$ cat config.mk
export PLATFORM = sky130hd
export DESIGN_NAME = pipe_ctrl_flat
export DESIGN_NICKNAME = d
export VERILOG_FILES = /design/src/rtl/pipe_pkg.sv /design/src/rtl/pipe_ctrl_if.sv /design/src/rtl/sat_counter.sv /design/src/rtl/pipe_ctrl.sv /design/src/flat_wrapper.sv
export SDC_FILE = /design/constraint.sdc
export NUM_CORES = 1
export LEC_CHECK = 0
export ABC_AREA = 1
export CAP_MARGIN = 40
export CORE_MARGIN = 2
export CORE_UTILIZATION = 50
export DETAILED_ROUTE_END_ITERATION = 10
export DONT_BUFFER_PORTS = 1
export PLACE_DENSITY = 0.7
export REMOVE_ABC_BUFFERS = 1
export SLEW_MARGIN = 40
export SYNTH_ARGS = -nofsm -noshare
export SYNTH_HDL_FRONTEND = slang
export SYNTH_HIERARCHICAL = 1
export SYNTH_SLANG_ARGS = --single-unit
$ cat constraint.sdc
create_clock -name clk -period 1.9 [get_ports clk]
set_input_delay 0.475 -clock clk [delete_from_list [all_inputs] [get_ports clk]]
set_output_delay 0.475 -clock clk [all_outputs]
set_load 0.02 [all_outputs]
$ cat src/rtl/pipe_pkg.sv
// Shared types and default sizing for the pipeline sequencer.
package pipe_pkg;

    typedef enum logic [1:0] {
        RUN    = 2'd0,
        DRAIN  = 2'd1,
        HALTED = 2'd2
    } pipeState_e;

    localparam int DEF_DRAIN_CYCLES = 4;
    localparam int DEF_MEM_TIMEOUT  = 64;
    localparam int DEF_CNT_W        = 16;

endpackage

$ cat src/rtl/pipe_ctrl_if.sv
// Hazard/memory requests into the sequencer and stage enables/clears out of it.
interface pipe_ctrl_if;

    logic StallF, StallD, FlushD, FlushE;
    logic MemReqM, MemReadyM;
    logic EnF, EnD, EnE, EnM, EnW;
    logic ClrD, ClrE, ClrW;

    modport master (
        output StallF, StallD, FlushD, FlushE, MemReqM, MemReadyM,
        input  EnF, EnD, EnE, EnM, EnW, ClrD, ClrE, ClrW
    );

    modport slave (
        input  StallF, StallD, FlushD, FlushE, MemReqM, MemReadyM,
        output EnF, EnD, EnE, EnM, EnW, ClrD, ClrE, ClrW
    );

endinterface

$ cat src/rtl/sat_counter.sv
// Up-counter that sticks at all-ones; synchronous clear wins over increment.
module sat_counter #(
    parameter int WIDTH = 16
) (
    input  logic             clk,
    input  logic             reset_n,
    input  logic             inc,
    input  logic             clr,
    output logic [WIDTH-1:0] count
);

    // NOTE: sequential state uses non-blocking assignments so every flop samples pre-edge values.
    always_ff @(posedge clk or negedge reset_n) begin
        if (!reset_n)
            count <= '0;
        else if (clr)
            count <= '0;
        else if (inc && count != '1)
            count <= count + WIDTH'(1);
    end

endmodule

$ cat src/rtl/pipe_ctrl.sv
// Pipeline sequencer: merges hazard, memory-wait and debug-halt requests into
// per-stage enables/clears; tracks memory timeouts and stalled fetch cycles.
module pipe_ctrl
    import pipe_pkg::*;
#(
    parameter int DRAIN_CYCLES = DEF_DRAIN_CYCLES,
    parameter int MEM_TIMEOUT  = DEF_MEM_TIMEOUT,
    parameter int CNT_W        = DEF_CNT_W
) (
    input  logic             clk,
    input  logic             reset_n,
    pipe_ctrl_if.slave       pif,
    input  logic             halt_req,
    input  logic             err_clr,
    input  logic             perf_clr,
    output logic             halted,
    output logic             mem_err,
    output logic [CNT_W-1:0] stall_cnt
);

    localparam int WAIT_W  = $clog2(MEM_TIMEOUT);
    localparam int DRAIN_W = (DRAIN_CYCLES > 1) ? $clog2(DRAIN_CYCLES) : 1;

    pipeState_e         state;
    logic [WAIT_W-1:0]  waitCnt;
    logic [DRAIN_W-1:0] drainCnt;

    logic active, memWait, tmo, freeze, timeout, drainStep, drainLast, stallInc;

    assign active    = (state != HALTED);
    assign memWait   = pif.MemReqM & ~pif.MemReadyM;
    assign tmo       = (waitCnt == WAIT_W'(MEM_TIMEOUT - 1));
    assign freeze    = active & memWait & ~tmo;
    // A stuck access is released as if ready so the core cannot hang forever.
    assign timeout   = active & memWait & tmo;
    assign drainStep = (state == DRAIN) & ~freeze & ~pif.StallD;
    assign drainLast = (drainCnt == DRAIN_W'(DRAIN_CYCLES - 1));
    assign stallInc  = reset_n & active & ~pif.EnF;

    always_comb begin
        // NOTE: every output gets a default first so no branch can infer a latch.
        pif.EnF  = 1'b0;
        pif.EnD  = 1'b0;
        pif.EnE  = 1'b0;
        pif.EnM  = 1'b0;
        pif.EnW  = 1'b0;
        pif.ClrD = 1'b0;
        pif.ClrE = 1'b0;
        pif.ClrW = 1'b0;
        if (!reset_n) begin
            pif.ClrD = 1'b1;
            pif.ClrE = 1'b1;
            pif.ClrW = 1'b1;
        end else if (!active || freeze) begin
            // W still clocks, but takes a bubble so the held M instruction writes once.
            pif.EnW  = 1'b1;
            pif.ClrW = 1'b1;
        end else if (state == DRAIN) begin
            pif.EnD  = ~pif.StallD;
            pif.ClrD = pif.FlushD | ~pif.StallD;
            pif.ClrE = pif.FlushE;
            pif.EnE  = 1'b1;
            pif.EnM  = 1'b1;
            pif.EnW  = 1'b1;
        end else begin
            pif.EnF  = ~pif.StallF;
            pif.EnD  = ~pif.StallD;
            pif.ClrD = pif.FlushD;
            pif.ClrE = pif.FlushE;
            pif.EnE  = 1'b1;
            pif.EnM  = 1'b1;
            pif.EnW  = 1'b1;
        end
    end

    always_ff @(posedge clk or negedge reset_n) begin
        if (!reset_n) begin
            state    <= RUN;
            halted   <= 1'b0;
            waitCnt  <= '0;
            drainCnt <= '0;
            mem_err  <= 1'b0;
        end else begin
            waitCnt <= freeze ? waitCnt + WAIT_W'(1) : '0;

            if (timeout)
                mem_err <= 1'b1;
            else if (err_clr)
                mem_err <= 1'b0;

            case (state)
                RUN: begin
                    if (halt_req) begin
                        state    <= DRAIN;
                        drainCnt <= '0;
                    end
                end
                DRAIN: begin
                    if (!halt_req) begin
                        state    <= RUN;
                        drainCnt <= '0;
                    end else if (drainStep) begin
                        if (drainLast) begin
                            state    <= HALTED;
                            halted   <= 1'b1;
                            drainCnt <= '0;
                        end else begin
                            drainCnt <= drainCnt + DRAIN_W'(1);
                        end
                    end
                end
                HALTED: begin
                    if (!halt_req) begin
                        state  <= RUN;
                        halted <= 1'b0;
                    end
                end
                default: begin
                    state  <= RUN;
                    halted <= 1'b0;
                end
            endcase
        end
    end

    sat_counter #(.WIDTH(CNT_W)) u_stallCnt (
        .clk     (clk),
        .reset_n (reset_n),
        .inc     (stallInc),
        .clr     (perf_clr),
        .count   (stall_cnt)
    );

endmodule

$ cat src/flat_wrapper.sv
// flat-port wrapper written by rule: the top's interface ports become plain ports
module pipe_ctrl_flat import pipe_pkg::*;
#(
    parameter int DRAIN_CYCLES = DEF_DRAIN_CYCLES,
    parameter int MEM_TIMEOUT  = DEF_MEM_TIMEOUT,
    parameter int CNT_W        = DEF_CNT_W
)
  (clk, reset_n, halt_req, err_clr, perf_clr, halted, mem_err, stall_cnt, pif_StallF, pif_StallD, pif_FlushD, pif_FlushE, pif_MemReqM, pif_MemReadyM, pif_EnF, pif_EnD, pif_EnE, pif_EnM, pif_EnW, pif_ClrD, pif_ClrE, pif_ClrW);
  pipe_ctrl_if pif_i ();
  input  logic clk;
  input  logic reset_n;
  input  logic halt_req;
  input  logic err_clr;
  input  logic perf_clr;
  output logic halted;
  output logic mem_err;
  output logic [CNT_W-1:0] stall_cnt;
  input wire logic [$bits(pif_i.StallF)-1:0] pif_StallF;
  input wire logic [$bits(pif_i.StallD)-1:0] pif_StallD;
  input wire logic [$bits(pif_i.FlushD)-1:0] pif_FlushD;
  input wire logic [$bits(pif_i.FlushE)-1:0] pif_FlushE;
  input wire logic [$bits(pif_i.MemReqM)-1:0] pif_MemReqM;
  input wire logic [$bits(pif_i.MemReadyM)-1:0] pif_MemReadyM;
  output wire logic [$bits(pif_i.EnF)-1:0] pif_EnF;
  output wire logic [$bits(pif_i.EnD)-1:0] pif_EnD;
  output wire logic [$bits(pif_i.EnE)-1:0] pif_EnE;
  output wire logic [$bits(pif_i.EnM)-1:0] pif_EnM;
  output wire logic [$bits(pif_i.EnW)-1:0] pif_EnW;
  output wire logic [$bits(pif_i.ClrD)-1:0] pif_ClrD;
  output wire logic [$bits(pif_i.ClrE)-1:0] pif_ClrE;
  output wire logic [$bits(pif_i.ClrW)-1:0] pif_ClrW;
  assign pif_i.StallF = pif_StallF;
  assign pif_i.StallD = pif_StallD;
  assign pif_i.FlushD = pif_FlushD;
  assign pif_i.FlushE = pif_FlushE;
  assign pif_i.MemReqM = pif_MemReqM;
  assign pif_i.MemReadyM = pif_MemReadyM;
  assign pif_EnF = pif_i.EnF;
  assign pif_EnD = pif_i.EnD;
  assign pif_EnE = pif_i.EnE;
  assign pif_EnM = pif_i.EnM;
  assign pif_EnW = pif_i.EnW;
  assign pif_ClrD = pif_i.ClrD;
  assign pif_ClrE = pif_i.ClrE;
  assign pif_ClrW = pif_i.ClrW;
  pipe_ctrl #(.DRAIN_CYCLES(DRAIN_CYCLES), .MEM_TIMEOUT(MEM_TIMEOUT), .CNT_W(CNT_W)) u_core (.clk(clk), .reset_n(reset_n), .pif(pif_i), .halt_req(halt_req), .err_clr(err_clr), .perf_clr(perf_clr), .halted(halted), .mem_err(mem_err), .stall_cnt(stall_cnt));
endmodule
# [Yosys cells after proc, flatten, opt, wreduce, memory -nomap -nowiden]
# Index checks and enable logic that the tools add are counted.
[totals] out_inout_bits=26 input_bits=11 register_bits=28
[op_classes] eq_ne=13 bitwise_logic=16 n_reduce_logical=10 n_mux=36 add_sub_neg=3
[op_table] cell="16-bit 2-to-1 mux" n=2
[op_table] cell="1-bit 2-to-1 mux" n=21
[op_table] cell="2-bit 2-to-1 mux" n=9
[op_table] cell="16-bit by 1-bit adder with 16-bit output (second input constant)" n=1
[op_table] cell="16-bit inequality test (second input constant)" n=1
[op_table] cell="1-bit AND" n=8
[op_table] cell="2-bit inequality test (second input constant)" n=4
[op_table] cell="1-bit NOT" n=7
[op_table] cell="6-bit by 1-bit adder with 6-bit output (second input constant)" n=1
[op_table] cell="6-bit == test (second input constant)" n=1
[op_table] cell="6-bit 2-to-1 mux" n=1
[op_table] cell="3-bit by 2-bit inequality test with 1-bit output (second input constant)" n=2
[op_table] cell="2-bit case mux with 3 select lines" n=1
[op_table] cell="2-bit nonzero test" n=3
[op_table] cell="5-bit AND reduction" n=1
[op_table] cell="2-bit == test (second input constant)" n=2
[op_table] cell="2-bit by 1-bit inequality test with 1-bit output (second input constant)" n=2
[op_table] cell="2-bit case mux with 2 select lines" n=1
[op_table] cell="4-bit AND reduction" n=1
[op_table] cell="1-bit case mux with 3 select lines" n=1
[op_table] cell="3-bit AND reduction" n=1
[op_table] cell="2-bit by 1-bit adder with 2-bit output (second input constant)" n=1
[op_table] cell="2-bit by 1-bit == test with 1-bit output (second input constant)" n=1
[op_table] cell="2-bit logical NOT" n=1
[op_table] cell="4 further kinds" n=4

# [Depth between registers and ports, before layout]
# Gate-level depths: netlist (run 1).
[depth] word_depth=12 ltp_mapped=14 ltp_nobuf=13

# [By module]
# The synthesis (run 1) kept the hierarchy.
[modules_own_cells] mod="sat_counter" cells_each=144 n_inst=1 area_each_um2=1037.2 seq_area_each_um2=400.4
[modules_own_cells] mod="pipe_ctrl" cells_each=89 n_inst=1 area_each_um2=700.7 seq_area_each_um2=300.3

# [Least setup slack after synthesis (run 1)]
# Ideal clock, no wire load.
[synth_timing] kind="register to register" start="reg u_core.waitCnt[0]" end="reg u_core.u_stallCnt.count[12]" stages_incl_launch_ff=14 setup_time_ns=0.118 setup_slack_ns=-0.137 arrival_time_ns=1.919 required_ns=1.782 cell_sequence="dfrtp_1 > ha_1 > nand2_1 > nor2_2 > nand2_1 > nand2_4 > nand3_4 > nor3_2 > nor2_1 > inv_1 > nor2_1 > buf_2 > nand3_1 > nand2_1"
[synth_via] elab_chain_len=10
[synth_lines] element="start, declared" line="pipe_ctrl.sv:25" source="logic [WAIT_W-1:0] waitCnt;"
[synth_lines] element="start signal, assigned" line="pipe_ctrl.sv:84" source="waitCnt <= freeze ? waitCnt + WAIT_W'(1) : '0;"
[synth_lines] element="6-bit == test" line="pipe_ctrl.sv:32" source="assign tmo = (waitCnt == WAIT_W'(MEM_TIMEOUT - 1));"
[synth_lines] element="1-bit NOT" line="pipe_ctrl.sv:33" source="assign freeze = active & memWait & ~tmo;"
[synth_lines] element="1-bit AND" line="pipe_ctrl.sv:33"
[synth_lines] element="1-bit logical OR" line="pipe_ctrl.sv:54" source="end else if (!active || freeze) begin"
[synth_lines] element="1-bit 2-to-1 mux" line="pipe_ctrl.sv:54"
[synth_lines] element="1-bit 2-to-1 mux" line="pipe_ctrl.sv:50" source="if (!reset_n) begin"
[synth_lines] element="named net pif_EnF" line="flat_wrapper.sv:24" source="output wire logic [$bits(pif_i.EnF)-1:0] pif_EnF;"
[synth_lines] element="1-bit NOT" line="pipe_ctrl.sv:38" source="assign stallInc = reset_n & active & ~pif.EnF;"
[synth_lines] element="1-bit AND" line="pipe_ctrl.sv:38"
[synth_lines] element="named net u_core.stallInc" line="pipe_ctrl.sv:28" source="logic active, memWait, tmo, freeze, timeout, drainStep, drainLast, stallInc;"
[synth_lines] element="1-bit logical AND" line="sat_counter.sv:18" source="else if (inc && count != '1)"
[synth_lines] element="2-bit nonzero test (no line)"
[synth_lines] element="end signal, assigned" line="sat_counter.sv:19" source="count <= count + WIDTH'(1);"
[synth_lines] element="end, declared" line="sat_counter.sv:9" source="output logic [WIDTH-1:0] count"
# The timed path passes the listed nets, and every way through them passes these cells.
# A chain may end at the register's enable or synchronous reset.

# [Final worst setup path (run 1)]
[layout_timing] start="reg u_core.waitCnt[0]" end="out pif_EnD"
[layout_via] elab_chain_len=6
[layout_lines] element="6-bit == test" line="pipe_ctrl.sv:32"
[layout_lines] element="1-bit NOT" line="pipe_ctrl.sv:33"
[layout_lines] element="1-bit AND" line="pipe_ctrl.sv:33"
[layout_lines] element="1-bit logical OR" line="pipe_ctrl.sv:54"
[layout_lines] element="1-bit 2-to-1 mux" line="pipe_ctrl.sv:54"
[layout_lines] element="1-bit 2-to-1 mux" line="pipe_ctrl.sv:50"
[layout_lines] element="end, declared" line="flat_wrapper.sv:25" source="output wire logic [$bits(pif_i.EnD)-1:0] pif_EnD;"
# Every way passes these cells.

==> results.cfg, run 1 <==
[status]
outcome = finished, violations left
violations = setup timing

[worst_setup_path]
worst_path_dominant_cell_family = simple AND/OR/NAND/NOR gates
cp_slowest_stage_delay_ns = 0.39
critical_path_arrival_ns = 1.72
path_buf_inv = 2
crit_chain = ha_2, nand2_2, nor2_4, nand2_2, nand2_4, nand3_4, buf_6, nor2_4, buf_6
path_max_fanout = 3
cp_slowest_cell = dfrtp_1
critPathKind = reg -> out
start_kind = flip-flop
critPathCaptureType = output pin
crit_required_ns = 1.42

[logic_synthesis]
synth.area.top_cells = dfrtp_1, nand2_1, inv_1
synth_top_area_share = 0.403
synth_cell_type_count = 33
synthTopCellsByCount = nand2_1, dfrtp_1, inv_1
synth.most_common_cell = nand2_1
async_flop_share = 1.00
seq_area_frac_synth = 0.403
postSynthAreaPerCell_um2 = 7.46
synth_edf_count = 0
ys_ff_latch = 28
yosys_warnings = 6
yosysTopAreaCell = dfrtp_1
yosys_most_used_dff = dfrtp_1
netlist_instances = 233
synth_area_um2 = 1740

[sta]
finalSetupViolCount = 7
slew-limit-headroom = 0.723
fmax_ghz = 0.456
min_period_over_period = 1.15
drv_slew = 0
min_period_ns = 2.19
rsz0062_at_grt = yes
hold_viol = 0
fin_ws_ns = -0.292
skew_ns = 0.00533
worst_pin_slew_ns = 0.415

[min_path]
hp-class = in -> reg

[power]
combPwrFrac = 0.246
seqPwrFrac = 0.473
p_sw_frac = 0.308
power_density_nw_per_um2 = 686
internal_power_mw = 0.987
clock_power_share = 0.281
p_sw_mw = 0.439
max-vdd-ir-drop_uv = 335
leakage_nw = 1.06

[placement]
pre_cts_slack_ns = 0.0219
dp_hpwl_mm = 2.80
portBuffers = 0
globalplace.congestion = 0.809
placed_cells = 295

[global_routing]
grt_antenna_before_repair = 0
grt.total_usage = 0.216
grt_pass1_vias = 1487
grt_max_degree = 29
overflow = 0
grt_pass1_wl_mm = 6.76

[clocking]
clockBufferDepth = 2
cts.sinks = 28
cts_tree = yes
insertion_delay_ns = 0.34
cts.reportedPaths.clkPinSlew_ns = 0.15
cts_root_buf = clkbuf_4
h-tree-depth = 1
cts_buffers = 3

[finish]
n_antenna_cell = 0
final_layout_size_suffix_gt1_frac = 0.235
fin_cells = 306
area_growth_pct = 19.6
nets = 275

[floorplanning]
die_x_um = 63.0
std_cell_rows = 21
core_area_um2 = 3340
pin_count = 37
dieArea_um2 = 3960
fp.dieH_um = 63.0
start_util = 0.521

[run]
drv_cap = 0

[route]
postRouteAntennaNets = 0
finalWirelength_mm = 3.98
drt_iter0_drc = 41
wire_per_inst_um = 13.0
remaining_drc_errors = 0
via_per_inst = 5.07
vias = 1550
drt_first_pass_iters = 4
## cell type report
cell class	instances	area, um^2
inverters	29	116
fillers	336	1260
multi-input cells	171	907
clock buffers	3	22.5
flip-flops and latches	28	701
clock inverters	1	30.0
well taps	46	57.6
repair buffers	28	244
## cell families (layout without fill, tap and decap cells)
group,after synthesis,count (layout),synth area share
AOI/OAI and AO/OA,21,21,0.0742
DFF,28,28,0.403
adders and majority gates,3,3,0.0216
xor gates and xnor gates,5,5,0.0252
and+or+nand+nor,142,142,0.387
buffers and inverters,34,61,0.0893
## sequential cells by signal (all words and copies together) (netlist names)
register and flops:
u_core/state 2, u_core/waitCnt 6, u_core/drainCnt 2, u_core/halted 1
u_core/mem_err 1, u_core/u_stallCnt/count 16
## worst reg2reg max path: cells and delay by family, from the launching register on
kind | cells | cell delay, ns
compound gates | 1 | 0.10
flops | 1 | 0.42
fa+ha+maj | 1 | 0.20
simple gates | 9 | 0.83
buf+inv | 2 | 0.24
## per-stage QoR
| step | instance area, um^2 | util | total power [mW] | TNS, ns | hold WS (ns) |
|---|---|---|---|---|---|
| 2_1_floorplan | 1690 | - | 0.903 | -2.57 | 0.179 |
| 3_3_place_gp | 1910 | 0.572 | 0.992 | 0 | 0.180 |
| 3_5_place_dp | 1910 | 0.572 | 0.993 | 0 | 0.180 |
| 4_1_cts | 2040 | 0.612 | 1.43 | -1.65 | 0.188 |
| 5_1_grt | 2080 | 0.623 | 1.52 | -3.72 | 0.173 |
| 6_report | 2080 | 0.623 | 1.43 | -1.39 | 0.202 |
## repair_timing
action                                  CTS  global route
endpoints found under the setup margin   11            23
gates resized for setup                  12             4
setup buffers                             2             3
pin swaps                                 3             6
hold buffers                              2             0
endpoints found under the hold margin    28             0
## final timing paths
kind                       cells past startpoint          startpoint  slack, ns                         end
setup / recovery                               9   u_core/waitCnt[0]      -0.29                     pif_EnD
hold / removal                                 1             err_clr       0.20              u_core/mem_err
setup reg to reg                              13   u_core/waitCnt[0]       0.04  u_core/u_stallCnt/count[0]
hold reg to reg                                2  u_core/drainCnt[1]       0.52          u_core/drainCnt[1]
max in group asynchronous                      2             reset_n       1.19             u_core/state[0]
min in group asynchronous                      2             reset_n       0.54           u_core/waitCnt[3]
## per-layer routing
layer,vias to the layer above,part of all wire,global-route usage
met5,-,0,0
met4,0,0.018,0.0889
met3,7,0.050,0.0396
met2,37,0.50,0.360
met1,704,0.43,0.275
li1,802,-,-
## placed cells by master (no fill, tap or decap), types with 2 or more instances in the layout
| master | synthesis | routed |
|---|---|---|
| nor2_2 | 3 | 2 |
| o21bai_1 | 2 | 2 |
| a21oi_1 | 6 | 6 |
| nor2_4 | 2 | 4 |
| nand2_2 | 7 | 11 |
| nand4_1 | 10 | 10 |
| nor2_1 | 23 | 22 |
| nand2_1 | 71 | 67 |
| buf_4 | 2 | 21 |
| xor2_1 | 3 | 3 |
| nor3_1 | 2 | 2 |
| o21ai_1 | 2 | 2 |
| dfrtp_1 | 28 | 28 |
| inv_1 | 25 | 24 |
| inv_2 | 3 | 3 |
| clkbuf_4 | 0 | 3 |
| buf_6 | 0 | 5 |
| xnor2_1 | 2 | 2 |
| or2_0 | 2 | 2 |
| ha_1 | 3 | 2 |
| nand3_1 | 15 | 15 |
| o21ai_0 | 7 | 7 |
| nand2_4 | 3 | 3 |
## power by group through the flow
stage	Sequential [mW]	Combinational (mW)	Clock, mW
final	0.674	0.350	0.401
after global routing	0.681	0.392	0.444
after CTS	0.674	0.338	0.416
after detailed placement	0.686	0.307	0
after global placement	0.686	0.306	0
after floorplan	0.697	0.206	0
(Power assumes the default switching activity.)
==> run 2, diff against run 1 <==
Settings changed: PLACE_DENSITY 0.7 to 0.68.
==> run 2 against run 1 <==
Compared with the run above: sequential power is 2% higher; power is 1.4% lower; via count is 0.84% lower; combinational power is 6.0% lower; the run still ends with setup timing left; non-clock buffer count is 3 lower; count of clock-buffer cells in the layout stayed put; critical endpoint unchanged; design area is 0.48% higher; fmax is 2.7% higher.
==> results.cfg, run 2 (synthesis results as in run 1) <==
[status]
outcome = finished, violations left
violations = setup timing

[min_path]
hp-start = err_clr
hp-class = in -> reg
min_path_cells = 1
hold_end = u_core/mem_err

[route]
drt_first_pass_iters = 5
finalWirelength_mm = 3.80
drt_iter0_drc = 95
remaining_drc_errors = 0
wire_per_inst_um = 12.5
vias = 1537
postRouteAntennaNets = 0
via_per_inst = 5.07

[global_routing]
grt.total_usage = 0.200
grt_pass1_vias = 1418
grt_pass1_wl_mm = 6.37
grt_max_degree = 29
overflow = 0
grt_antenna_before_repair = 0

[finish]
largest_reg_flops = 16
nets = 272
n_antenna_cell = 0
mostFrequentLayoutCells = nand2_1, dfrtp_1, inv_1
top_regs = u_core/u_stallCnt/count: 16 flops, u_core/waitCnt: 6 flops
regMostFlops = u_core/u_stallCnt/count
postLayoutCellArea_um2 = 2090
layout_commonest_cell = nand2_1
area_growth_pct = 20.2
fin_cells = 303
final_layout_size_suffix_gt1_frac = 0.230

[sta]
fmax_ghz = 0.469
min_period_ns = 2.13
min_period_over_period = 1.12
skew_ns = 0.00280
finalSetupViolCount = 7
worst_pin_slew_ns = 0.488
hold_viol = 0
rsz0062_at_grt = yes
drv_slew = 0
slew-limit-headroom = 0.674
whs_ns = 0.223
fin_ws_ns = -0.233

[floorplanning]
dieArea_um2 = 3960
start_util = 0.521
core_area_um2 = 3340
std_cell_rows = 21
pin_count = 37
fp.dieH_um = 63.0
die_x_um = 63.0

[worst_setup_path]
reg2reg_depth = 13
rr_endpoint = u_core/u_stallCnt/count[7]
critical_path_arrival_ns = 1.66
worst_path_dominant_cell_family = simple AND/OR/NAND/NOR gates
path_max_fanout = 3
critPathCaptureType = output pin
cp_slowest_cell = dfrtp_1
crit_chain = ha_4, nand2_4, nor2_4, nand2_2, nand2_4, nand3_4, buf_6, nor2_4, buf_6
cp_slowest_stage_delay_ns = 0.43
start_kind = flip-flop
ff2ff_setup_slack_ns = 0.08
crit_required_ns = 1.42
critPathKind = reg -> out
worstReg2RegStart = u_core/waitCnt[0]
path_buf_inv = 2

[placement]
placed_cells = 292
globalplace.congestion = 0.803
dpl-instance-area_um2 = 1900
pre_cts_slack_ns = 0.0110
portBuffers = 0
dp_hpwl_mm = 2.62

[power]
combPwrFrac = 0.234
max-vdd-ir-drop_uv = 272
p_sw_mw = 0.431
power_density_nw_per_um2 = 673
seqPwrFrac = 0.487
internal_power_mw = 0.975
clock_power_share = 0.279
leakage_nw = 1.07
p_sw_frac = 0.307

[clocking]
insertion_delay_ns = 0.33
cts_root_buf = clkbuf_4
cts_buffers = 3
h-tree-depth = 1
cts.sinks = 28
cts.reportedPaths.clkPinSlew_ns = 0.15
cts_tree = yes
clockBufferDepth = 2

[run]
drv_cap = 0
run 2: worst max-delay path by stage:
stage	from	end	slack, ns	depth (start not counted)
floorplan	u_core/waitCnt[0]	u_core/u_stallCnt/count[10]	-0.20	12
global placement	u_core/waitCnt[0]	u_core/u_stallCnt/count[0]	0.05	13
detailed placement	u_core/waitCnt[0]	u_core/u_stallCnt/count[0]	0.01	13
CTS	u_core/waitCnt[1]	pif_EnD	-0.28	9
global route	u_core/waitCnt[1]	pif_EnF	-0.36	8
finish	u_core/waitCnt[0]	pif_EnD	-0.23	9
run 2: power groups by stage:
stage / Clock (mW) / Combinational, mW / Sequential (mW)
finish: 0.392 / 0.329 / 0.685
global route: 0.433 / 0.375 / 0.690
CTS: 0.404 / 0.306 / 0.683
detailed placement: 0 / 0.282 / 0.695
global placement: 0 / 0.276 / 0.695
floorplan: 0 / 0.206 / 0.697
run 2: layer usage:
metal	up-vias	GRT usage	part of all wire
met3	2	0.0324	0.043
met1	711	0.266	0.47
met5	-	0	0
met4	0	0.0667	0.0061
met2	33	0.330	0.49
li1	791	-	-
run 2: timing repair:
action | 4_1_cts | 5_1_grt
buffers inserted | 2 | 2
gates cloned | 0 | 1
endpoints found under the hold margin | 28 | 0
hold buffers | 2 | 0
gates resized for setup | 5 | 14
pin swaps | 3 | 3
endpoints found under the setup margin | 12 | 23
run 2: area by class of cell:
type | count | area, um^2
flip-flops and latches | 28 | 701
well taps | 46 | 57.6
inverters | 29 | 114
clock buffers | 3 | 22.5
multi-input cells | 171 | 933
clock inverters | 1 | 30.0
repair buffers | 25 | 230
fillers | 300 | 1250
run 2: stage by stage:
stage | utilization | total power, mW | TNS, ns
finish | 0.626 | 1.41 | -1.12
global route | 0.626 | 1.50 | -2.41
CTS | 0.603 | 1.39 | -1.35
detailed placement | 0.569 | 0.976 | 0
global placement | 0.569 | 0.972 | 0
floorplan | - | 0.903 | -2.57
==> run 3, diff against run 2 <==
Settings changed: CELL_PAD_IN_SITES_DETAIL_PLACEMENT from default to 1, CELL_PAD_IN_SITES_GLOBAL_PLACEMENT from default to 1, CORE_UTILIZATION 50 to 40, PLACE_DENSITY 0.68 to default, PLACE_DENSITY_LB_ADDON from default to 0.1.
==> run 3 against run 2 <==
Compared with the run above: the flow still finishes with violations (setup timing); sequential power rose by 0.6%; first-iteration DRC count decreased by 38%; count of clock-buffer cells in the layout increased by 1; via count rose by 7.8%; die area grew 23%; global-route usage rose by 2.2 points; flip-flop and latch count unchanged; worst setup slack got worse by 0.047 ns; fmax decreased by 2.1%; critical path type unchanged; highest routed layer unchanged.
==> results.cfg, run 3 (synthesis results as in run 1) <==
[status]
violations = setup timing
outcome = finished, violations left

[floorplanning]
fp.dieH_um = 69.9
start_util = 0.425
std_cell_rows = 23
pin_count = 37
dieArea_um2 = 4890
core_area_um2 = 4090
die_x_um = 69.9

[sta]
slew-limit-headroom = 0.686
drv_slew = 0
whs_ns = 0.281
worst_pin_slew_ns = 0.471
skew_ns = 0.00390
rsz0062_at_grt = yes
hold_viol = 0
setup_tns_ns = -1.81
finalSetupViolCount = 23
fin_ws_ns = -0.280
min_period_ns = 2.18
fmax_ghz = 0.459
min_period_over_period = 1.15

[placement]
dp_hpwl_mm = 3.53
portBuffers = 0
globalplace.congestion = 0.897
placed_cells = 296

[finish]
mostFrequentLayoutCells = nand2_1, dfrtp_1, buf_4, inv_1, nor2_1
largest_reg_flops = 16
regMostFlops = u_core/u_stallCnt/count
nets = 278
top_regs = u_core/u_stallCnt/count: 16 flops, u_core/waitCnt: 6 flops
fin_cells = 313
area_growth_pct = 23.3
final_layout_size_suffix_gt1_frac = 0.251
layout_commonest_cell = nand2_1
n_antenna_cell = 0

[power]
max-vdd-ir-drop_uv = 278
power_density_nw_per_um2 = 669
p_total_mw = 1.43
leakage_nw = 1.08

[clocking]
cts_tree = yes
clockBufferDepth = 2
cts_buffers = 3
cts.sinks = 28
h-tree-depth = 1
insertion_delay_ns = 0.29
cts.reportedPaths.clkPinSlew_ns = 0.10
cts_root_buf = clkbuf_8

[global_routing]
grt.total_usage = 0.221
grt_pass1_wl_mm = 8.62
grt_max_degree = 29
grt_pass1_vias = 1840
grt_antenna_before_repair = 0
overflow = 0

[route]
finalWirelength_mm = 5.13
vias = 1657
drt_first_pass_iters = 4
wire_per_inst_um = 16.4
via_per_inst = 5.29
postRouteAntennaNets = 0
drt_iter0_drc = 59
remaining_drc_errors = 0

[worst_setup_path]
critPathCaptureType = output pin
path_max_fanout = 3
critPathKind = reg -> out
worstReg2RegStart = u_core/waitCnt[0]
crit_required_ns = 1.42
rr_endpoint = u_core/u_stallCnt/count[2]
reg2reg_depth = 14
ff2ff_setup_slack_ns = -0.04
critical_path_arrival_ns = 1.71
start_kind = flip-flop

[min_path]
min_path_cells = 1
hp-class = in -> reg
hp-start = err_clr
hold_end = u_core/mem_err

[run]
drv_cap = 0
## run 3: worst max-delay path: stages (launching register included)
cell	delay [ns]
dfrtp_1	0.38
ha_2	0.20
nand2_2	0.07
nor2_4	0.11
nand2_2	0.08
nand2_4	0.08
nand3_4	0.10
nor3_4	0.24
buf_6	0.15
## run 3: area by class of cell
| class | instances | area, um^2 |
|---|---|---|
| well taps | 50 | 62.6 |
| fillers | 521 | 1940 |
| repair buffers | 31 | 270 |
| multi-input cells | 171 | 931 |
| inverters | 29 | 124 |
| clock buffers | 4 | 55.1 |
| flip-flops and latches | 28 | 701 |
## run 3: power breakdown
part | leakage [nW] | internal [mW] | switching, mW
combinational | 0.668 | 0.128 | 0.225
sequential | 0.385 | 0.638 | 0.0509
clock | 0.0288 | 0.187 | 0.207
## run 3: per-layer routing
metal  up-vias  track usage  part of all wire
met4         0       0.0769             0.014
met2        42        0.415              0.54
li1        800            -                 -
met5         -            0                 0
met1       808        0.247              0.40
met3         7       0.0433             0.043
## run 3: how the worst max path moves through the flow
stage	from	endpoint	slack (ns)	depth (start not counted)
2_1_floorplan	u_core/waitCnt[0]	u_core/u_stallCnt/count[10]	-0.20	12
3_3_place_gp	u_core/waitCnt[0]	u_core/u_stallCnt/count[0]	0.01	13
3_5_place_dp	u_core/waitCnt[0]	u_core/u_stallCnt/count[8]	-0.08	13
4_1_cts	u_core/waitCnt[0]	pif_EnF	-0.21	8
5_1_grt	u_core/waitCnt[1]	pif_EnF	-0.40	8
6_report	u_core/waitCnt[0]	pif_EnF	-0.28	8
## run 3: metrics by stage
step | instance area (um^2) | utilization | worst slack [ns]
5_1_grt | 2140 | 0.524 | -0.398
6_report | 2140 | 0.524 | -0.280
4_1_cts | 2060 | 0.504 | -0.212
3_3_place_gp | 1890 | 0.463 | 0.0125
2_1_floorplan | 1690 | - | -0.197
3_5_place_dp | 1890 | 0.463 | -0.0810
## run 3: timing repair
action | CTS | global route
hold buffers | 2 | 0
pin swaps | 4 | 7
setup buffers | 6 | 6
endpoints found under the hold margin | 28 | 0
resized for setup | 12 | 14
endpoints found under the setup margin | 23 | 23
